`src/rtl/multi_roi_color_classifier_if.sv`:
```
// Pixel-stream inputs and per-ROI result outputs of multi_roi_color_classifier.
// turn_end is present only when MRCC_TURN_END_EN is defined.
interface multi_roi_color_classifier_if #(
  parameter int NUM_ROI = 2,
  parameter int CNT_W   = 16
);
  logic                     pixel_valid;
  logic                     frame_start;
  logic [9:0]               pixel_x;
  logic [9:0]               pixel_y;
  logic [7:0]               pixel_r8;
  logic [7:0]               pixel_g8;
  logic [7:0]               pixel_b8;
  logic [2*NUM_ROI-1:0]     stable_color;
  logic [NUM_ROI-1:0]       white_flag;
  logic [CNT_W*NUM_ROI-1:0] confidence;
  logic [NUM_ROI-1:0]       result_ready;
  logic                     frame_done;
`ifdef MRCC_TURN_END_EN
  logic [NUM_ROI-1:0]       turn_end;

  modport master (
    output pixel_valid, frame_start, pixel_x, pixel_y, pixel_r8, pixel_g8, pixel_b8,
    input  stable_color, white_flag, confidence, result_ready, frame_done, turn_end
  );
  modport slave (
    input  pixel_valid, frame_start, pixel_x, pixel_y, pixel_r8, pixel_g8, pixel_b8,
    output stable_color, white_flag, confidence, result_ready, frame_done, turn_end
  );
`else
  modport master (
    output pixel_valid, frame_start, pixel_x, pixel_y, pixel_r8, pixel_g8, pixel_b8,
    input  stable_color, white_flag, confidence, result_ready, frame_done
  );
  modport slave (
    input  pixel_valid, frame_start, pixel_x, pixel_y, pixel_r8, pixel_g8, pixel_b8,
    output stable_color, white_flag, confidence, result_ready, frame_done
  );
`endif
endinterface

```
`src/rtl/multi_roi_color_classifier.sv`:
```
// Per-ROI RGB class counting, frame-end dominant-colour pick and vote debouncing.
// Optional MRCC_TURN_END_EN adds turn_end: sustained white clears a stable colour.
module multi_roi_color_classifier #(
  parameter int                    NUM_ROI      = 2,
  parameter logic [NUM_ROI*10-1:0] ROI_X0       = {10'd40, 10'd180},
  parameter logic [NUM_ROI*10-1:0] ROI_X1       = {10'd140, 10'd280},
  parameter logic [NUM_ROI*10-1:0] ROI_Y0       = {10'd60, 10'd60},
  parameter logic [NUM_ROI*10-1:0] ROI_Y1       = {10'd180, 10'd180},
  parameter logic [7:0]            CH_MIN       = 8'd140,
  parameter logic [7:0]            CH_MAX       = 8'd130,
  parameter logic [7:0]            WHITE_MIN    = 8'd160,
  parameter int                    CNT_W        = 16,
  parameter int                    MIN_PIXELS   = 200,
  parameter int                    WHITE_PIXELS = 5000,
  parameter int                    VOTE_FRAMES  = 3
) (
  input  logic                          clk,
  input  logic                          reset,
  multi_roi_color_classifier_if.slave   bus
);

  localparam int IDX_W = (NUM_ROI > 1) ? $clog2(NUM_ROI) : 1;
  localparam logic [IDX_W-1:0] LAST_IDX = IDX_W'(NUM_ROI - 1);
  localparam logic [2:0]       VOTE_C   = 3'(VOTE_FRAMES);
  localparam logic [CNT_W-1:0] MIN_C    = CNT_W'(MIN_PIXELS);
  localparam logic [CNT_W-1:0] WHITE_C  = CNT_W'(WHITE_PIXELS);

  localparam logic [1:0] C_NONE  = 2'd0;
  localparam logic [1:0] C_RED   = 2'd1;
  localparam logic [1:0] C_GREEN = 2'd2;
  localparam logic [1:0] C_BLUE  = 2'd3;

  localparam logic [1:0] ST_IDLE = 2'd0;
  localparam logic [1:0] ST_EVAL = 2'd1;
  localparam logic [1:0] ST_DONE = 2'd2;

  // ---------------- stage 1: classify and ROI hit ----------------
  logic is_white, is_red, is_green, is_blue;
  logic [NUM_ROI-1:0] hit_now;

  assign is_white = (bus.pixel_r8 >= WHITE_MIN) && (bus.pixel_g8 >= WHITE_MIN) &&
                    (bus.pixel_b8 >= WHITE_MIN);
  assign is_red   = !is_white && (bus.pixel_r8 >= CH_MIN) &&
                    (bus.pixel_g8 <= CH_MAX) && (bus.pixel_b8 <= CH_MAX);
  assign is_green = !is_white && (bus.pixel_g8 >= CH_MIN) &&
                    (bus.pixel_r8 <= CH_MAX) && (bus.pixel_b8 <= CH_MAX);
  assign is_blue  = !is_white && (bus.pixel_b8 >= CH_MIN) &&
                    (bus.pixel_r8 <= CH_MAX) && (bus.pixel_g8 <= CH_MAX);

  logic               s1_valid_reg;
  logic [3:0]         s1_class_reg;   // {white, blue, green, red}
  logic [NUM_ROI-1:0] s1_hit_reg;

  always_ff @(posedge clk or negedge reset) begin
    if (!reset) begin
      s1_valid_reg <= 1'b0;
      s1_class_reg <= '0;
      s1_hit_reg   <= '0;
    end else begin
      s1_valid_reg <= bus.pixel_valid;
      s1_class_reg <= {is_white, is_blue, is_green, is_red};
      s1_hit_reg   <= hit_now;
    end
  end

  // ---------------- stage 2: per-ROI saturating class counters ----------------
  logic [4*CNT_W-1:0] snap_bus [NUM_ROI];

  for (genvar gi = 0; gi < NUM_ROI; gi++) begin : g_count
    logic [9:0] x0, x1, y0, y1;
    logic [CNT_W-1:0] cnt_reg  [4];
    logic [CNT_W-1:0] snap_reg [4];

    assign x0 = ROI_X0[gi*10 +: 10];
    assign x1 = ROI_X1[gi*10 +: 10];
    assign y0 = ROI_Y0[gi*10 +: 10];
    assign y1 = ROI_Y1[gi*10 +: 10];
    assign hit_now[gi] = (bus.pixel_x >= x0) && (bus.pixel_x < x1) &&
                         (bus.pixel_y >= y0) && (bus.pixel_y < y1);

    // The pixel sitting in stage 1 during frame_start belongs to the new frame.
    always_ff @(posedge clk or negedge reset) begin
      if (!reset) begin
        for (int k = 0; k < 4; k++) begin
          cnt_reg[k]  <= '0;
          snap_reg[k] <= '0;
        end
      end else begin
        for (int k = 0; k < 4; k++) begin
          if (bus.frame_start) begin
            snap_reg[k] <= cnt_reg[k];
            cnt_reg[k]  <= (s1_valid_reg && s1_hit_reg[gi] && s1_class_reg[k]) ?
                           CNT_W'(1) : '0;
          end else if (s1_valid_reg && s1_hit_reg[gi] && s1_class_reg[k] &&
                       (cnt_reg[k] != '1)) begin
            cnt_reg[k] <= cnt_reg[k] + 1'b1;
          end
        end
      end
    end

    assign snap_bus[gi] = {snap_reg[3], snap_reg[2], snap_reg[1], snap_reg[0]};
  end

  // ---------------- evaluation FSM ----------------
  logic [1:0]       state_reg;
  logic [IDX_W-1:0] idx_reg;
  logic             first_frame_reg;
  logic             frame_done_reg;
  logic             eval_en;

  // A frame_start during EVAL aborts the current ROI so it is never voted twice.
  assign eval_en = (state_reg == ST_EVAL) && !bus.frame_start;

  always_ff @(posedge clk or negedge reset) begin
    if (!reset) begin
      state_reg       <= ST_IDLE;
      idx_reg         <= '0;
      first_frame_reg <= 1'b1;
      frame_done_reg  <= 1'b0;
    end else begin
      frame_done_reg <= 1'b0;
      if (bus.frame_start) begin
        if (first_frame_reg) begin
          first_frame_reg <= 1'b0;
        end else begin
          state_reg <= ST_EVAL;
          idx_reg   <= '0;
        end
      end else begin
        case (state_reg)
          ST_EVAL: begin
            if (idx_reg == LAST_IDX) begin
              state_reg      <= ST_DONE;
              frame_done_reg <= 1'b1;
            end else begin
              idx_reg <= idx_reg + 1'b1;
            end
          end
          ST_DONE: state_reg <= ST_IDLE;
          default: state_reg <= ST_IDLE;
        endcase
      end
    end
  end

  assign bus.frame_done = frame_done_reg;

  // Dominant class of the ROI under evaluation; strict '>' gives R>G>B on ties.
  logic [4*CNT_W-1:0] cur_snap;
  logic [CNT_W-1:0]   cnt_r, cnt_g, cnt_b, cnt_w, best_cnt, win_cnt;
  logic [1:0]         best_color, raw_color;
  logic               white_now;

  assign cur_snap = snap_bus[idx_reg];

  always_comb begin
    cnt_r      = cur_snap[0*CNT_W +: CNT_W];
    cnt_g      = cur_snap[1*CNT_W +: CNT_W];
    cnt_b      = cur_snap[2*CNT_W +: CNT_W];
    cnt_w      = cur_snap[3*CNT_W +: CNT_W];
    best_cnt   = cnt_r;
    best_color = C_RED;
    if (cnt_g > best_cnt) begin
      best_cnt   = cnt_g;
      best_color = C_GREEN;
    end
    if (cnt_b > best_cnt) begin
      best_cnt   = cnt_b;
      best_color = C_BLUE;
    end
    if (best_cnt < MIN_C) begin
      raw_color = C_NONE;
      win_cnt   = '0;
    end else begin
      raw_color = best_color;
      win_cnt   = best_cnt;
    end
    white_now = (cnt_w >= WHITE_C);
  end

  // ---------------- per-ROI vote and result registers ----------------
  for (genvar gi = 0; gi < NUM_ROI; gi++) begin : g_vote
    logic [1:0]       last_raw_reg;
    logic [2:0]       match_reg;
    logic [2:0]       match_next;
    logic [1:0]       stable_reg;
    logic [CNT_W-1:0] conf_reg;
    logic             white_reg;
    logic             ready_reg;
    logic             sel;
    logic             take_vote;
    logic             fire;

    assign sel        = eval_en && (idx_reg == IDX_W'(gi));
    assign match_next = (raw_color == last_raw_reg) ?
                        ((match_reg >= VOTE_C) ? VOTE_C : match_reg + 3'd1) : 3'd1;
    assign take_vote  = (match_next == VOTE_C) && (raw_color != stable_reg);

`ifdef MRCC_TURN_END_EN
    logic [2:0] white_run_reg;
    logic [2:0] white_run_next;
    logic       turn_end_reg;

    assign white_run_next = white_now ?
                            ((white_run_reg >= VOTE_C) ? VOTE_C : white_run_reg + 3'd1) : 3'd0;
    assign fire = (white_run_next == VOTE_C) && (stable_reg != C_NONE);

    always_ff @(posedge clk or negedge reset) begin
      if (!reset) begin
        white_run_reg <= '0;
        turn_end_reg  <= 1'b0;
      end else begin
        turn_end_reg <= sel && fire;
        if (sel) white_run_reg <= white_run_next;
      end
    end

    assign bus.turn_end[gi] = turn_end_reg;
`else
    assign fire = 1'b0;
`endif

    // Forced clear on turn end outranks a vote-driven update in the same pass.
    always_ff @(posedge clk or negedge reset) begin
      if (!reset) begin
        last_raw_reg <= C_NONE;
        match_reg    <= '0;
        stable_reg   <= C_NONE;
        conf_reg     <= '0;
        white_reg    <= 1'b0;
        ready_reg    <= 1'b0;
      end else begin
        ready_reg <= 1'b0;
        if (sel) begin
          last_raw_reg <= raw_color;
          match_reg    <= match_next;
          white_reg    <= white_now;
          if (fire) begin
            stable_reg <= C_NONE;
            conf_reg   <= '0;
          end else if (take_vote) begin
            stable_reg <= raw_color;
            conf_reg   <= win_cnt;
            ready_reg  <= (raw_color != C_NONE);
          end
        end
      end
    end

    assign bus.stable_color[2*gi +: 2]     = stable_reg;
    assign bus.confidence[CNT_W*gi +: CNT_W] = conf_reg;
    assign bus.white_flag[gi]              = white_reg;
    assign bus.result_ready[gi]            = ready_reg;
  end

endmodule

```
`src/flat_wrapper.sv`:
```
// flat-port wrapper written by rule: the top's interface ports become plain ports
module multi_roi_color_classifier_flat 
#(
  parameter int                    NUM_ROI      = 2,
  parameter logic [NUM_ROI*10-1:0] ROI_X0       = {10'd40, 10'd180},
  parameter logic [NUM_ROI*10-1:0] ROI_X1       = {10'd140, 10'd280},
  parameter logic [NUM_ROI*10-1:0] ROI_Y0       = {10'd60, 10'd60},
  parameter logic [NUM_ROI*10-1:0] ROI_Y1       = {10'd180, 10'd180},
  parameter logic [7:0]            CH_MIN       = 8'd140,
  parameter logic [7:0]            CH_MAX       = 8'd130,
  parameter logic [7:0]            WHITE_MIN    = 8'd160,
  parameter int                    CNT_W        = 16,
  parameter int                    MIN_PIXELS   = 200,
  parameter int                    WHITE_PIXELS = 5000,
  parameter int                    VOTE_FRAMES  = 3
)
  (clk, reset, bus_pixel_valid, bus_frame_start, bus_pixel_x, bus_pixel_y, bus_pixel_r8, bus_pixel_g8, bus_pixel_b8, bus_stable_color, bus_white_flag, bus_confidence, bus_result_ready, bus_frame_done);
  multi_roi_color_classifier_if #(.NUM_ROI(NUM_ROI), .CNT_W(CNT_W)) bus_i ();
  input  logic clk;
  input  logic reset;
  input wire logic [$bits(bus_i.pixel_valid)-1:0] bus_pixel_valid;
  input wire logic [$bits(bus_i.frame_start)-1:0] bus_frame_start;
  input wire logic [$bits(bus_i.pixel_x)-1:0] bus_pixel_x;
  input wire logic [$bits(bus_i.pixel_y)-1:0] bus_pixel_y;
  input wire logic [$bits(bus_i.pixel_r8)-1:0] bus_pixel_r8;
  input wire logic [$bits(bus_i.pixel_g8)-1:0] bus_pixel_g8;
  input wire logic [$bits(bus_i.pixel_b8)-1:0] bus_pixel_b8;
  output wire logic [$bits(bus_i.stable_color)-1:0] bus_stable_color;
  output wire logic [$bits(bus_i.white_flag)-1:0] bus_white_flag;
  output wire logic [$bits(bus_i.confidence)-1:0] bus_confidence;
  output wire logic [$bits(bus_i.result_ready)-1:0] bus_result_ready;
  output wire logic [$bits(bus_i.frame_done)-1:0] bus_frame_done;
  assign bus_i.pixel_valid = bus_pixel_valid;
  assign bus_i.frame_start = bus_frame_start;
  assign bus_i.pixel_x = bus_pixel_x;
  assign bus_i.pixel_y = bus_pixel_y;
  assign bus_i.pixel_r8 = bus_pixel_r8;
  assign bus_i.pixel_g8 = bus_pixel_g8;
  assign bus_i.pixel_b8 = bus_pixel_b8;
  assign bus_stable_color = bus_i.stable_color;
  assign bus_white_flag = bus_i.white_flag;
  assign bus_confidence = bus_i.confidence;
  assign bus_result_ready = bus_i.result_ready;
  assign bus_frame_done = bus_i.frame_done;
  multi_roi_color_classifier #(.NUM_ROI(NUM_ROI), .ROI_X0(ROI_X0), .ROI_X1(ROI_X1), .ROI_Y0(ROI_Y0), .ROI_Y1(ROI_Y1), .CH_MIN(CH_MIN), .CH_MAX(CH_MAX), .WHITE_MIN(WHITE_MIN), .CNT_W(CNT_W), .MIN_PIXELS(MIN_PIXELS), .WHITE_PIXELS(WHITE_PIXELS), .VOTE_FRAMES(VOTE_FRAMES)) u_core (.clk(clk), .reset(reset), .bus(bus_i));
endmodule
```
`config.mk`:
```
export PLATFORM = sky130hd
export DESIGN_NAME = multi_roi_color_classifier_flat
export DESIGN_NICKNAME = d
export VERILOG_FILES = /design/src/rtl/multi_roi_color_classifier_if.sv /design/src/rtl/multi_roi_color_classifier.sv /design/src/flat_wrapper.sv
export SDC_FILE = /design/constraint.sdc
export NUM_CORES = 1
export LEC_CHECK = 0
export CORE_MARGIN = 3
export CORE_UTILIZATION = 35
export CTS_CLUSTER_DIAMETER = 200
export DETAILED_ROUTE_END_ITERATION = 6
export SYNTH_ARGS = -nofsm -noshare
export SYNTH_HDL_FRONTEND = slang
export SYNTH_SLANG_ARGS = --single-unit
export TNS_END_PERCENT = 20
```
`constraint.sdc`:
```
create_clock -name clk -period 19.5 [get_ports clk]
set_input_delay 3.9 -clock clk [delete_from_list [all_inputs] [get_ports clk]]
set_output_delay 3.9 -clock clk [all_outputs]
set_load 0.05 [all_outputs]
```
# ---- Yosys cells after proc, flatten, opt, wreduce, memory -nomap -nowiden
# Cells that the tools add are included.
dict set report totals {
  reg_bits 318
  output_inout_bits 41
  elab_cells 195
}
dict set report op_classes {
  addsub 11
  magnitude_cmp 22
  n_eq_ne 17
  n_mux 52
  n_bitwise 2
  n_reduce_logical 56
}
# op count
set op_table {}
lappend op_table {{two-way mux 16 bit} 19}
lappend op_table {{two-way mux 64 bit} 3}
lappend op_table {{adder 16 x 1 -> 16 bit (second input constant)} 8}
lappend op_table {{!= test 16 bit (second input constant)} 8}
lappend op_table {{>= comparator 8 bit (second input constant)} 6}
lappend op_table {{logical AND 1 bit} 40}
lappend op_table {{greater-than comparator 16 bit} 2}
lappend op_table {{less-or-equal comparator 8 bit (second input constant)} 3}
lappend op_table {{>= comparator 10 x 6 -> 1 bit (second input constant)} 2}
lappend op_table {{less-than comparator 10 x 8 -> 1 bit (second input constant)} 2}
lappend op_table {{nonzero test 2 bit} 10}
lappend op_table {{two-way mux 1 bit} 19}
lappend op_table {{>= comparator 16 x 13 -> 1 bit (second input constant)} 1}
lappend op_table {{less-than comparator 16 x 8 -> 1 bit (second input constant)} 1}
lappend op_table {{two-way mux 2 bit} 7}
lappend op_table {{two-way mux 3 bit} 4}
lappend op_table {{>= comparator 10 x 8 -> 1 bit (second input constant)} 1}
lappend op_table {{less-than comparator 10 x 9 -> 1 bit (second input constant)} 1}
lappend op_table {{AND reduction 2 bit} 4}
lappend op_table {{adder 3 x 1 -> 3 bit (second input constant)} 2}
lappend op_table {{== test 3 x 2 -> 1 bit (second input constant)} 2}
lappend op_table {{>= comparator 3 x 2 -> 1 bit (second input constant)} 2}
lappend op_table {{== test 2 bit} 2}
lappend op_table {{!= test 2 bit} 2}
lappend op_table {{other kinds (8)} 9}

# ---- Logic depth before layout (Yosys ltp)
dict set report logic_depth {
  depth_word 16
  mapped_depth 25
  ltp_nobuf 17
}

# ---- Worst setup path before layout
# Ideal clock, no wire load.
dict set report synth_timing {
  path_kind {register to register}
  startpoint {register u_core.idx_reg}
  endpoint {register u_core.g_vote[1].conf_reg[0]}
  setup_ns 0.135
  arrival_time_ns 6.164
  required_time_ns 19.365
  slack_ns 13.201
  path_stages_with_launch 24
  path_buffers 7
  synth_period_minus_slack_ns 6.299
  path_cell_list {dfrtp_1 -> buf_2 -> buf_2 -> buf_2 -> buf_2 -> buf_1 -> mux2i_1 -> ha_1 -> a21oi_1 -> nor2_1 -> a2111oi_0 -> nand3_2 -> nand2_1 -> clkbuf_1 -> o21ai_0 -> ha_1 -> nand4_1 -> a2111o_1 -> a31oi_4 -> a21oi_2 -> a211oi_4 -> mux2i_4 -> buf_6 -> o22ai_2}
}
dict set report synth_via {
  elab_chain_len 15
}
# element line
set synth_lines {}
lappend synth_lines {{start, declared} multi_roi_color_classifier.sv:107} ;# logic [IDX_W-1:0] idx_reg;
lappend synth_lines {{start signal, assigned} multi_roi_color_classifier.sv:137} ;# idx_reg <= idx_reg + 1'b1;
lappend synth_lines {{inverter 1 -> 2 bit (not written as such)} multi_roi_color_classifier.sv:155} ;# assign cur_snap = snap_bus[idx_reg];
lappend synth_lines {{two-way mux 64 bit (not written as such) (3 in a row)} multi_roi_color_classifier.sv:155}
lappend synth_lines {{greater-than comparator 16 bit} multi_roi_color_classifier.sv:164} ;# if (cnt_g > best_cnt) begin
lappend synth_lines {{two-way mux 16 bit} multi_roi_color_classifier.sv:164}
lappend synth_lines {{greater-than comparator 16 bit} multi_roi_color_classifier.sv:168} ;# if (cnt_b > best_cnt) begin
lappend synth_lines {{two-way mux 16 bit} multi_roi_color_classifier.sv:168}
lappend synth_lines {{less-than comparator 16 x 8 -> 1 bit} multi_roi_color_classifier.sv:172} ;# if (best_cnt < MIN_C) begin
lappend synth_lines {{two-way mux 2 bit} multi_roi_color_classifier.sv:172}
lappend synth_lines {{== test 2 bit} multi_roi_color_classifier.sv:196} ;# assign match_next = (raw_color == last_raw_reg) ?
lappend synth_lines {{two-way mux 3 bit} multi_roi_color_classifier.sv:196}
lappend synth_lines {{== test 3 x 2 -> 1 bit} multi_roi_color_classifier.sv:198} ;# assign take_vote = (match_next == VOTE_C) && (raw_color != stable_reg);
lappend synth_lines {{logical AND 1 bit} multi_roi_color_classifier.sv:198}
lappend synth_lines {{AND reduction 2 bit (no source line)} n/a}
lappend synth_lines {{end signal, assigned} multi_roi_color_classifier.sv:244} ;# conf_reg <= win_cnt;
lappend synth_lines {{end, declared} multi_roi_color_classifier.sv:188} ;# logic [CNT_W-1:0] conf_reg;
# Several ways; a longest one is shown, not always the timed one. The select of a mux whose other input is x is not followed.
# A chain may end at the register's enable or synchronous reset.

# ---- Worst setup path after layout
dict set report layout_timing {
  startpoint {register u_core.idx_reg}
  endpoint {register u_core.g_vote[1].conf_reg[9]}
}
# The elaborated chain is that of the path after synthesis.

==> flow_metrics.env <==
export IMPL_die_area_sq_mm=0.0471
export IMPL_async_reset_ff_frac=1.00
export IMPL_io_pins=89
export IMPL_cp_top_family="compound AO/OA/AOI/OAI gates"
export IMPL_setup_viol=0
export IMPL_cts_buffers=36
export IMPL_power_mw=1.75
export IMPL_path_buf_inv=1
export IMPL_clk_pin_slew_ns=0.06
export IMPL_largest_register_ffs=128
export IMPL_nets=1592
export IMPL_grt_pass1_wl_mm=58.6
export IMPL_synth_edf_count=0
export IMPL_grt_setup_unrepaired="false"
export IMPL_timing_setup_tns_ns=0
export IMPL_crit_chain="buf_4, mux2i_1, ha_1, a21oi_1, o21ai_0, a2111oi_0, nand3_2, nand2_1, o21ai_0, ha_1, nand4_1, a2111o_1, a31oi_4, a21oi_2, a211oi_4, mux2i_4, mux2i_1"
export IMPL_syn_cell_area_sq_mm=0.0156
export IMPL_power_leakage_nw=8.19
export IMPL_crit_type="reg -> reg"
export IMPL_synth_distinct_cells=67
export IMPL_root_buffer="clkbuf_16"
export IMPL_diodes=0
export IMPL_ir_drop_uv=74.2
export IMPL_gp_congestion=0.808
export IMPL_drc=0
export IMPL_wl_mm=35.1
export IMPL_cts_path_max_buffers=3
export IMPL_fmax_mhz=126
export IMPL_finalHoldViolations=0
export IMPL_synth_avg_cell_area_sq_um=10.9
export IMPL_grt_max_degree=104
export IMPL_vias_per_cell=5.22
export IMPL_power_density_mw_per_mm2=96.6
export IMPL_post_cts_buffers=0
export IMPL_coreArea_sq_mm=0.0436
export IMPL_period_share=0.408
export IMPL_layout_drive_gt1_share=0.164
export IMPL_antenna_left=0
export IMPL_vias=11000
export IMPL_synth_nets=1521
export IMPL_ys_seq_area_frac=0.501
export IMPL_maxSlewHeadroom=0.338
export IMPL_die_h_microns=217
export IMPL_crit_slowest_cell="mux2i_4"
export IMPL_drt_iter0_markers=891
export IMPL_htreeDepth=2
export IMPL_multi_input_area_sq_mm=0.00730
export IMPL_synth_flop_cell="dfrtp_1"
export IMPL_synth_ff_latch_count=312
export IMPL_num_rows=76
export IMPL_syn_to_final_growth_pct=16.4
export IMPL_yosysTopAreaCell="dfrtp_1"
export IMPL_tritoncts="built"
export IMPL_synth_area_leaders="dfrtp_1 (50%), mux2_2 (11%), xor2_1 (3.9%)"
export IMPL_port_buffers=84
export IMPL_fin_skew_ns=0.0266
export IMPL_cp_start_kind="register"
export IMPL_yosys_area_top_type_share=0.500
export IMPL_max_cap_viol_count=0
export IMPL_ys_top_cells_by_count="dfrtp_1 (311), mux2_2 (154), nor2_1 (133)"
export IMPL_initial_utilization=0.358
export IMPL_syn_inst=1429
export IMPL_chipWidth_microns=217
export IMPL_worstMarginPinSlew_ns=0.984
export IMPL_ff2ff_setup_slack_ns=11.55
export IMPL_path_max_fanout=61
export IMPL_cts_sinks=312
export IMPL_arrival_ns=8.39
export IMPL_hold_class="reg -> reg"
export IMPL_overflow=0
export IMPL_dpl_hpwl_mm=24.4
export IMPL_yosysMostFrequentCell="dfrtp_1"
export IMPL_slowest_delay_ns=0.87
export IMPL_cts_hold_buf=0
export IMPL_status="finished clean"
export IMPL_end_kind="register"
export IMPL_slew_violations=0
export IMPL_yosys_warnings=0
export IMPL_grt_pass1_vias=11100
export IMPL_clock_latency_ns=0.54
export IMPL_dr_pass1_iters=5
export IMPL_crit_required_ns=19.94
export IMPL_regArea_sq_mm=0.00781
export IMPL_wl_per_cell_microns=16.6
export IMPL_track_usage=0.151
export IMPL_layout_min_cycle_time_ns=7.95
export IMPL_cts_resized=0
export IMPL_antenna_found_initial=0
export IMPL_nFillCells=4199
-- worst paths after layout --
path	from	end	cells past startpoint
max in group asynchronous	reset	u_core.g_count[0].snap_reg[11]	3
setup reg to reg	u_core.idx_reg	u_core.g_vote[1].conf_reg[9]	17
setup / recovery	u_core.idx_reg	u_core.g_vote[1].conf_reg[9]	17
min in group asynchronous	reset	u_core.g_vote[0].match_reg[0]	1
hold / removal	u_core.g_vote[0].white_reg	u_core.g_vote[0].white_reg	2
hold reg to reg	u_core.g_vote[0].white_reg	u_core.g_vote[0].white_reg	2
-- cells in the final DEF, fill, tap and decap left out, types with 5 or more instances in the layout --
cell type | Yosys | layout
a2111oi_0 | 6 | 5
a211oi_1 | 8 | 8
a21oi_1 | 42 | 42
a41oi_1 | 7 | 7
and3_1 | 17 | 17
and4_1 | 17 | 17
buf_4 | 4 | 7
clkbuf_1 | 42 | 6
clkbuf_16 | 0 | 36
clkbuf_8 | 0 | 8
clkdlybuf4s50_1 | 0 | 82
clkinv_2 | 0 | 6
dfrtp_1 | 311 | 310
ha_1 | 44 | 44
inv_1 | 54 | 54
mux2_2 | 154 | 154
mux2i_1 | 44 | 44
nand2_1 | 105 | 105
nand2b_1 | 8 | 8
nand3_1 | 52 | 52
nand4_1 | 36 | 36
nor2_1 | 133 | 133
nor2b_1 | 11 | 11
nor3_1 | 23 | 23
nor4_1 | 11 | 11
o21a_1 | 14 | 14
o21ai_0 | 63 | 63
o22ai_2 | 10 | 10
o2bb2ai_1 | 11 | 11
or3_1 | 21 | 21
xnor2_1 | 22 | 22
xor2_1 | 69 | 69
-- kinds of logic (layout without fill, tap and decap cells) --
kind of cell	count (synthesis)	after routing	synth area share
and+or+nand+nor	453	453	0.142
DFF	312	312	0.501
AOI/OAI and AO/OA	216	216	0.0971
muxes	200	200	0.143
buffers and inverters	113	209	0.0304
xor gates and xnor gates	91	91	0.0512
adders and majority gates	44	44	0.0353
-- area by class of cell --
cell class / instances / share of cell area
sequential: 312 / 0.431
multi-input combinational: 1004 / 0.402
clock buffer: 49 / 0.0562
timing repair buffer: 92 / 0.0503
tap: 585 / 0.0404
inverter: 54 / 0.0112
clock inverter: 14 / 0.00883
-- power breakdown --
part           switching (mW)  internal [mW]  total (mW)
Sequential             0.0350          0.691       0.726
Combinational           0.228          0.126       0.354
Clock                   0.274          0.397       0.671
Total                   0.538           1.21        1.75
-- worst reg2reg max path: cells and delay by family, from the launching register on --
kind / cells / cell delay, ns
compound gates: 8 / 3.32
mux: 3 / 1.73
simple gates: 3 / 1.08
fa+ha+maj: 2 / 0.73
buf+inv: 1 / 0.66
flops: 1 / 0.34
-- metal layers --
metal	up-vias	part of all wire	GRT usage
li1	5275	-	-
met1	5434	0.48	0.213
met2	256	0.45	0.240
met3	44	0.054	0.0296
met4	0	0.018	0.0396
met5	-	0	0
-- stage by stage --
| step | cell area [sq um] | setup slack, ns | cells | hold WS, ns | utilization |
|---|---|---|---|---|---|
| 6_report | 18100 | 11.55 | 2110 | 0.479 | 0.416 |
| 5_1_grt | 18100 | 10.81 | 2110 | 0.512 | 0.416 |
| 4_1_cts | 18100 | 11.60 | 2110 | 0.488 | 0.416 |
| 3_5_place_dp | 17000 | 11.66 | 2047 | 0.475 | 0.389 |
| 3_3_place_gp | 16900 | 11.72 | 2046 | 0.473 | 0.389 |
| 2_1_floorplan | 15600 | 13.20 | 1429 | 0.447 | - |
(Power assumes the default switching activity.)
